<file path="src/rtl/ps2_key_ctrl.sv">
// PS/2 Set-2 scan-code sequencer: folds E0/F0/E1 prefixes into single key events
// and queues them in a small FIFO with a valid/ready consumer interface.
module ps2_key_ctrl #(
    parameter int DEPTH       = 8,
    parameter int TIMEOUT_CYC = 50000
) (
    input  logic                     clk,
    input  logic                     rst,
    input  logic [7:0]               byte_in,
    input  logic                     byte_valid,
    output logic [7:0]               ev_code,
    output logic                     ev_ext,
    output logic                     ev_break,
    output logic                     ev_valid,
    input  logic                     ev_ready,
    output logic [$clog2(DEPTH):0]   ev_count,
    output logic                     overflow,
    input  logic                     clr_ovf,
    output logic                     err_timeout
);
    localparam int AW = $clog2(DEPTH);
    localparam int TW = (TIMEOUT_CYC > 1) ? $clog2(TIMEOUT_CYC) : 1;
    localparam logic [TW-1:0] TMO_LAST = TW'(TIMEOUT_CYC - 1);

    typedef enum logic [2:0] {IDLE, GOT_E0, GOT_F0, GOT_E0F0, PAUSE} state_t;

    state_t         state_q, state_d;
    logic [2:0]     pcnt_q, pcnt_d;
    logic [TW-1:0]  tmo_q, tmo_d;
    logic           err_q, err_d;
    logic           push;
    logic [9:0]     push_w;
    logic           filt, pfx_ext, pfx_brk;

    assign filt    = byte_in inside {8'h00, 8'hAA, 8'hEE, 8'hFA, 8'hFC, 8'hFE, 8'hFF};
    assign pfx_ext = (state_q == GOT_E0) || (state_q == GOT_E0F0);
    assign pfx_brk = (state_q == GOT_F0) || (state_q == GOT_E0F0);

    always_comb begin
        state_d = state_q;
        pcnt_d  = pcnt_q;
        tmo_d   = tmo_q;
        err_d   = 1'b0;
        push    = 1'b0;
        push_w  = '0;
        if (byte_valid) begin
            tmo_d = '0;
            if (state_q == PAUSE) begin
                // Pause bytes are consumed blindly; only the count matters.
                pcnt_d = pcnt_q - 3'd1;
                if (pcnt_q == 3'd1) begin
                    push    = 1'b1;
                    push_w  = {8'hE1, 1'b1, 1'b0};
                    state_d = IDLE;
                end
            end else if (byte_in == 8'hE0) begin
                state_d = GOT_E0;
            end else if (byte_in == 8'hF0) begin
                state_d = pfx_ext ? GOT_E0F0 : GOT_F0;
            end else if (byte_in == 8'hE1) begin
                state_d = PAUSE;
                pcnt_d  = 3'd7;
            end else if (filt) begin
                state_d = IDLE;
            end else begin
                push    = 1'b1;
                push_w  = {byte_in, pfx_ext, pfx_brk};
                state_d = IDLE;
            end
        end else if (state_q != IDLE) begin
            if (tmo_q == TMO_LAST) begin
                state_d = IDLE;
                pcnt_d  = '0;
                tmo_d   = '0;
                err_d   = 1'b1;
            end else begin
                tmo_d = tmo_q + 1'b1;
            end
        end
    end

    always_ff @(posedge clk) begin
        if (rst) begin
            state_q <= IDLE;
            pcnt_q  <= '0;
            tmo_q   <= '0;
            err_q   <= 1'b0;
        end else begin
            state_q <= state_d;
            pcnt_q  <= pcnt_d;
            tmo_q   <= tmo_d;
            err_q   <= err_d;
        end
    end

    assign err_timeout = err_q;

    logic [9:0]  mem_q [DEPTH];
    logic [AW:0] wr_q, rd_q, count;
    logic        empty, full, pop, wr_en, drop, ovf_q;

    assign count = wr_q - rd_q;
    assign empty = (count == '0);
    assign full  = (count == (AW+1)'(DEPTH));
    assign pop   = !empty && ev_ready;
    // A full FIFO still accepts a push when the head leaves in the same cycle.
    assign wr_en = push && (!full || pop);
    assign drop  = push && full && !pop;

    always_ff @(posedge clk) begin
        if (rst) begin
            wr_q  <= '0;
            rd_q  <= '0;
            ovf_q <= 1'b0;
        end else begin
            if (wr_en) wr_q <= wr_q + 1'b1;
            if (pop)   rd_q <= rd_q + 1'b1;
            if (drop)         ovf_q <= 1'b1;
            else if (clr_ovf) ovf_q <= 1'b0;
        end
    end

    always_ff @(posedge clk) begin
        if (wr_en) mem_q[wr_q[AW-1:0]] <= push_w;
    end

    logic [9:0] head;
    assign head     = empty ? 10'd0 : mem_q[rd_q[AW-1:0]];
    assign ev_code  = head[9:2];
    assign ev_ext   = head[1];
    assign ev_break = head[0];
    assign ev_valid = !empty;
    assign ev_count = count;
    assign overflow = ovf_q;
endmodule
</file>
<file path="config.mk">
export PLATFORM = sky130hd
export DESIGN_NAME = ps2_key_ctrl
export DESIGN_NICKNAME = d
export VERILOG_FILES = /design/src/rtl/ps2_key_ctrl.sv
export SDC_FILE = /design/constraint.sdc
export NUM_CORES = 1
export LEC_CHECK = 0
export CORE_MARGIN = 2
export CORE_UTILIZATION = 45
export CTS_BUF_LIST = sky130_fd_sc_hd__clkbuf_16
export CTS_CLUSTER_SIZE = 8
export DETAILED_ROUTE_END_ITERATION = 10
export PLACE_DENSITY = 0.6
export RECOVER_POWER = 25
export SYNTH_ARGS = -nofsm -noshare
export SYNTH_HDL_FRONTEND = slang
export SYNTH_SLANG_ARGS = --single-unit
</file>
<file path="constraint.sdc">
create_clock -name clk -period 4.46 [get_ports clk]
set_clock_uncertainty 0.15 [all_clocks]
set_input_delay 0.892 -clock clk [delete_from_list [all_inputs] [get_ports clk]]
set_output_delay 0.892 -clock clk [all_outputs]
set_load 0.01 [all_outputs]
</file>
* After elaboration in Yosys (flattened, before gate mapping)
Memory sizes are Yosys's and may differ from the RTL's. A register that Yosys moved wholly into a read port is not among the register bits.
Index checks and enable logic that the tools add are counted.
** Storage, ports and cells
- RAM bits :: 80
- Word-level logic and storage cells :: 92
- Output and inout port bits :: 17
- Register bits after elaboration :: 32
- Input port bits :: 13
- Memories :: 1
** Memory list
- mem_q :: words 8, width 10, read ports 1, clocked after Yosys merged registers in 1, write ports 1, line 98 : logic [9:0] mem_q [DEPTH];
** Cells by class
- Mux-type cells :: 37
- Equal/unequal tests :: 20
- Bitwise gates (word level) :: 1
- Reduce and logical (&&, ||, !) cells :: 21
- Add/subtract/negate cells :: 5
** Operators with widths (number)
- $mux 10 :: 8
- $eq 8x8->1 const B :: 9
- $mux 3 :: 15
- $add 16x1->16 const B :: 1
- $eq 16x16->1 const B :: 1
- $mux 16 :: 1
- $mux 1 :: 13
- $add 4x1->4 const B :: 2
- $logic_not 8->1 :: 1
- $reduce_bool 7->1 :: 1
- $eq 3x1->1 const B :: 2
- $eq 3x2->1 const B :: 2
- $ne 3x3->1 const B :: 2
- $reduce_bool 2->1 :: 3
- $reduce_and 5->1 :: 1
- $eq 4x4->1 const B :: 1
- $logic_and 1x1->1 :: 4
- $logic_not 4->1 :: 1
- $sub 4x4->4 :: 1
- $eq 3x3->1 const B :: 1
- $logic_not 1->1 :: 3
- $logic_or 1x1->1 :: 3
- $ne 3x1->1 const B :: 1
- $ne 3x2->1 const B :: 1
- other kinds (6) :: 6

* Depth between registers and ports, before layout
- Depth in word-level cells :: 11
- Depth in mapped cells :: 9

* Least setup slack after synthesis
Ideal clock, no wire load.
- Kind :: register to register
- From :: register wr_q[0]
- To :: memory mem_q[0][0], enable pin
- Arrival :: 2990 ps
- Setup slack :: 916 ps
- Library setup time :: 404 ps
- Required time :: 3906 ps
- Stages on the path, launching flop included :: 10
- Path through :: dfxtp_1 -> inv_1 -> ha_1 -> fa_1 -> xnor2_1 -> or3_1 -> nor2_1 -> a21oi_1 -> nand2_1 -> nor4_1
** Between the ends
- Cells in the longest elaborated chain, start to end :: 8
- Elaborated cells between the ends (all ways) :: 10
** RTL lines
- start, declared :: line 99 : logic [AW:0] wr_q, rd_q, count;
- start signal, assigned :: line 116 : if (wr_en) wr_q <= wr_q + 1'b1;
- $sub 4x4->4 (*) :: line 102 : assign count = wr_q - rd_q;
- via ev_count[2] :: line 16 : output logic [$clog2(DEPTH):0] ev_count,
- $logic_not 4->1 :: line 103 : assign empty = (count == '0);
- $logic_not 1->1 :: line 105 : assign pop = !empty && ev_ready;
- $logic_and 1x1->1 :: line 105
- $logic_or 1x1->1 (*) :: line 107 : assign wr_en = push && (!full || pop);
- $logic_and 1x1->1 (*) :: line 107
- $mux 1 (*) :: line 124 : if (wr_en) mem_q[wr_q[AW-1:0]] <= push_w;
- $mux 1 (implied by the code) (*) :: line 124
- end, declared :: line 98
Mark *: on every way through the listed nets, which the timed path passes. The rest lies on a longest branch.

* Worst setup path after layout
- From :: register wr_q[0]
- To :: output ev_code[5]
** Between the ends
- Cells in the longest elaborated chain, start to end :: 3
** RTL lines
- $sub 4x4->4 :: line 102
- $logic_not 4->1 :: line 103
- $mux 10 :: line 128 : assign head = empty ? 10'd0 : mem_q[rd_q[AW-1:0]];
- end, declared :: line 11 : output logic [7:0] ev_code,
Every way passes these cells.

==> qor.yml <==
outcome:
  status: "completed"
job:
  cap_violations: 0
synthesis:
  synth.area.top_cells: "edfxtp_1, dfxtp_1, mux4_2, nor2_1, mux2i_1"
  ys_seq_area_share_pct: 62.2
  synth_seq_cells: 115
  synth_top_family_by_area: "simple AND/OR/NAND/NOR gates"
  synth_nets: 388
  netlist.area_leader.share_pct: 48.2
  syn_area_sq_um: 4990
  yosys.area_share.simple_pct: 13.8
  yosysMostFrequentCell: "edfxtp_1"
  synth-compound-area-share_pct: 3.86
  synth_mux_area_share_pct: 12.5
  synth-main-ff-cell: "edfxtp_1"
  synth_xor_area_share_pct: 3.34
  yosysUniqueCellTypes: 49
  syn_avg_cell_area_sq_um: 13.6
  synth_edf_count: 80
  ys_top_cells_by_count: "edfxtp_1, nor2_1, dfxtp_1, mux4_2, nand2_1"
  synthAdderAreaFrac_pct: 2.41
  yosys_warnings: 0
  syn_inst: 366
  synth_area_leader_cell: "edfxtp_1"
  async_flop_share_pct: 0
floorplanning:
  start_util_pct: 46.0
  fp.dieH_um: 109
  fp.dieArea_sq_um: 11900
  num_io_pins: 30
  die_x_um: 109
  rows: 38
  core_area_sq_um: 10800
clock_network:
  htree_levels: 4
  clk_latency_ns: 0.40
  clockBufferDepth: 2
  ctsResizeCount: 0
  postCtsHoldBufs: 0
  cts_made_buffers: 17
  cts_tree: "done"
  cts_sinks: 115
  clk_pin_slew_ns: 0.06
  postCtsSetupBuffers: 0
  cts-root-buf: "clkbuf_16"
detailed_routing:
  ant_nets: 0
  drc: 0
  post_drt_wl_per_cell_um: 17.1
  drtIter0Drc: 172
  viasPerCell: 5.40
  firstDrtPassIters: 4
  wirelength_mm: 9.64
  routed-via-count: 3038
timing:
  min_period_over_period_pct: 93.8
  setup_violations: 0
  fin_crit_ns: 4.18
  slew_viol_final: 0
  fmax_mhz: 239
  rsz0062_at_grt: "false"
  hold_viol: 0
  tns_ns: 0
  max_slew_margin_pct: 44.2
  worstMarginPinSlew_ns: 0.837
place:
  gp_congestion: 0.824
  dpl.cell_count: 531
  place_hpwl_mm: 6.33
  portBuffers: 29
global_route:
  antenna_found_initial: 0
  gr-usage-all-layers_pct: 17.8
  grt_pass1_wl_mm: 15.5
  grt_max_degree: 24
  overflow: 0
  grt_pass1_vias: 2945
finish:
  antennaDiodeCount: 0
  layout-drive-gt1-share_pct: 16.5
  n_fill_cell: 922
  areaGrowthSynthToFinish_pct: 22.6
  final_nets: 432
  utilization_pct: 56.4
  fin_cells: 563
worst_setup_path:
  timing_worst_setup_path_type: "reg -> out"
  arrival_ns: 3.14
  cp-start-kind: "flip-flop"
  cp-end-kind: "output pin"
  critPathMaxFanout: 12
  critical_path_required_ns: 3.42
power_and_ir_drop:
  p_leak_nw: 2.08
  p_per_area_nw_per_um2: 575
  power.total_mw: 3.51
  peakVddDrop_v: 0.000328
min_path:
  hold_path.class: "reg -> reg"
## metal layers
layer	vias to the layer above	GRT usage (%)	wire, um
met5	-	0	0
met4	0	5.15	67
met3	4	5.20	255
met2	63	28.6	4640
met1	1506	23.7	4680
li1	1465	-	-
## power by group
| group | total [mW] | switching, mW | internal, mW |
|---|---|---|---|
| sequential | 1.24 | 0.0338 | 1.21 |
| clock | 1.39 | 0.464 | 0.928 |
| combinational | 0.881 | 0.417 | 0.464 |
| total | 3.51 | 0.915 | 2.60 |
## sequential cells by signal, indices dropped and copies added (netlist names), named ones only
name,cells
tmo_q,16
state_q,3
rd_q,4
err_timeout,1
overflow,1
wr_q,4
mem_q,80
pcnt_q,3
## layout by cell type (no fill, tap or decap), types with 2 or more instances in the layout
master and count:
nor4_1 4, mux4_2 20, clkdlybuf4s50_1 25, nand2_1 16
or3_1 3, nand3b_1 2, buf_4 8, mux2_4 2
o21ai_1 2, clkinvlp_4 4, nand4b_1 2, dlygate4sd3_1 4
dfxtp_1 35, a21oi_1 11, nand2b_1 6, nor4_2 4
nor2_1 55, o21a_1 3, nor3_1 4, edfxtp_1 80
nand4_1 3, and4_1 4, mux2i_1 13, and2_0 4
ha_1 8, inv_1 11, xnor2_1 8, bufinv_16 4
and2_1 2, xor2_1 11, and3_1 3, or4b_1 3
o21ai_0 5, clkinv_2 3, nand3_1 9, clkbuf_16 17
nor2b_1 5
## critical path, cell delays in order, from the launching register on
cell and delay, ns:
dfxtp_1 0.44, inv_1 0.16, ha_1 0.25, fa_1 0.48, inv_1 0.05, or3_1 0.42
nor3b_2 0.17, buf_4 0.22, nor2_1 0.07, clkdlybuf4s50_1 0.48
## final timing paths
check / startpoint / to / slack (ns) / cells after the start
min: pcnt_q[2] / pcnt_q[2] / 0.36 / 2
max reg2reg: wr_q[0] / mem_q[5][7] / 0.89 / 9
max: wr_q[0] / ev_code[5] / 0.28 / 9
min reg2reg: pcnt_q[2] / pcnt_q[2] / 0.36 / 2
## area by class of cell
cell class                 instances  area, sq um  area share, %
clock inverter                    15          190           3.11
tap                              140          175           2.87
timing repair buffer              39          374           6.12
sequential                       115         3100           50.8
clock buffer                      17          425           6.96
inverter                          10         37.5          0.614
multi-input combinational        227         1810           29.6
## per-stage QoR
stage	instance area, sq um	hold slack, ns	worst slack [ns]
detailed placement	5510	0.347	0.666
global route	6110	0.378	0.0908
CTS	6130	0.355	0.240
global placement	5510	0.330	0.744
floorplan	4990	0.317	0.916
finish	6110	0.357	0.276
## logic make-up (layout without fill, tap and decap cells)
group	count (synthesis)	count (layout)
DFF	115	115
adders and majority gates	9	9
muxes	36	36
buffers and inverters	24	81
and+or+nand+nor	133	133
xor gates and xnor gates	19	19
AOI/OAI and AO/OA	30	30
No activity file was read; power rests on OpenSTA's default activity.
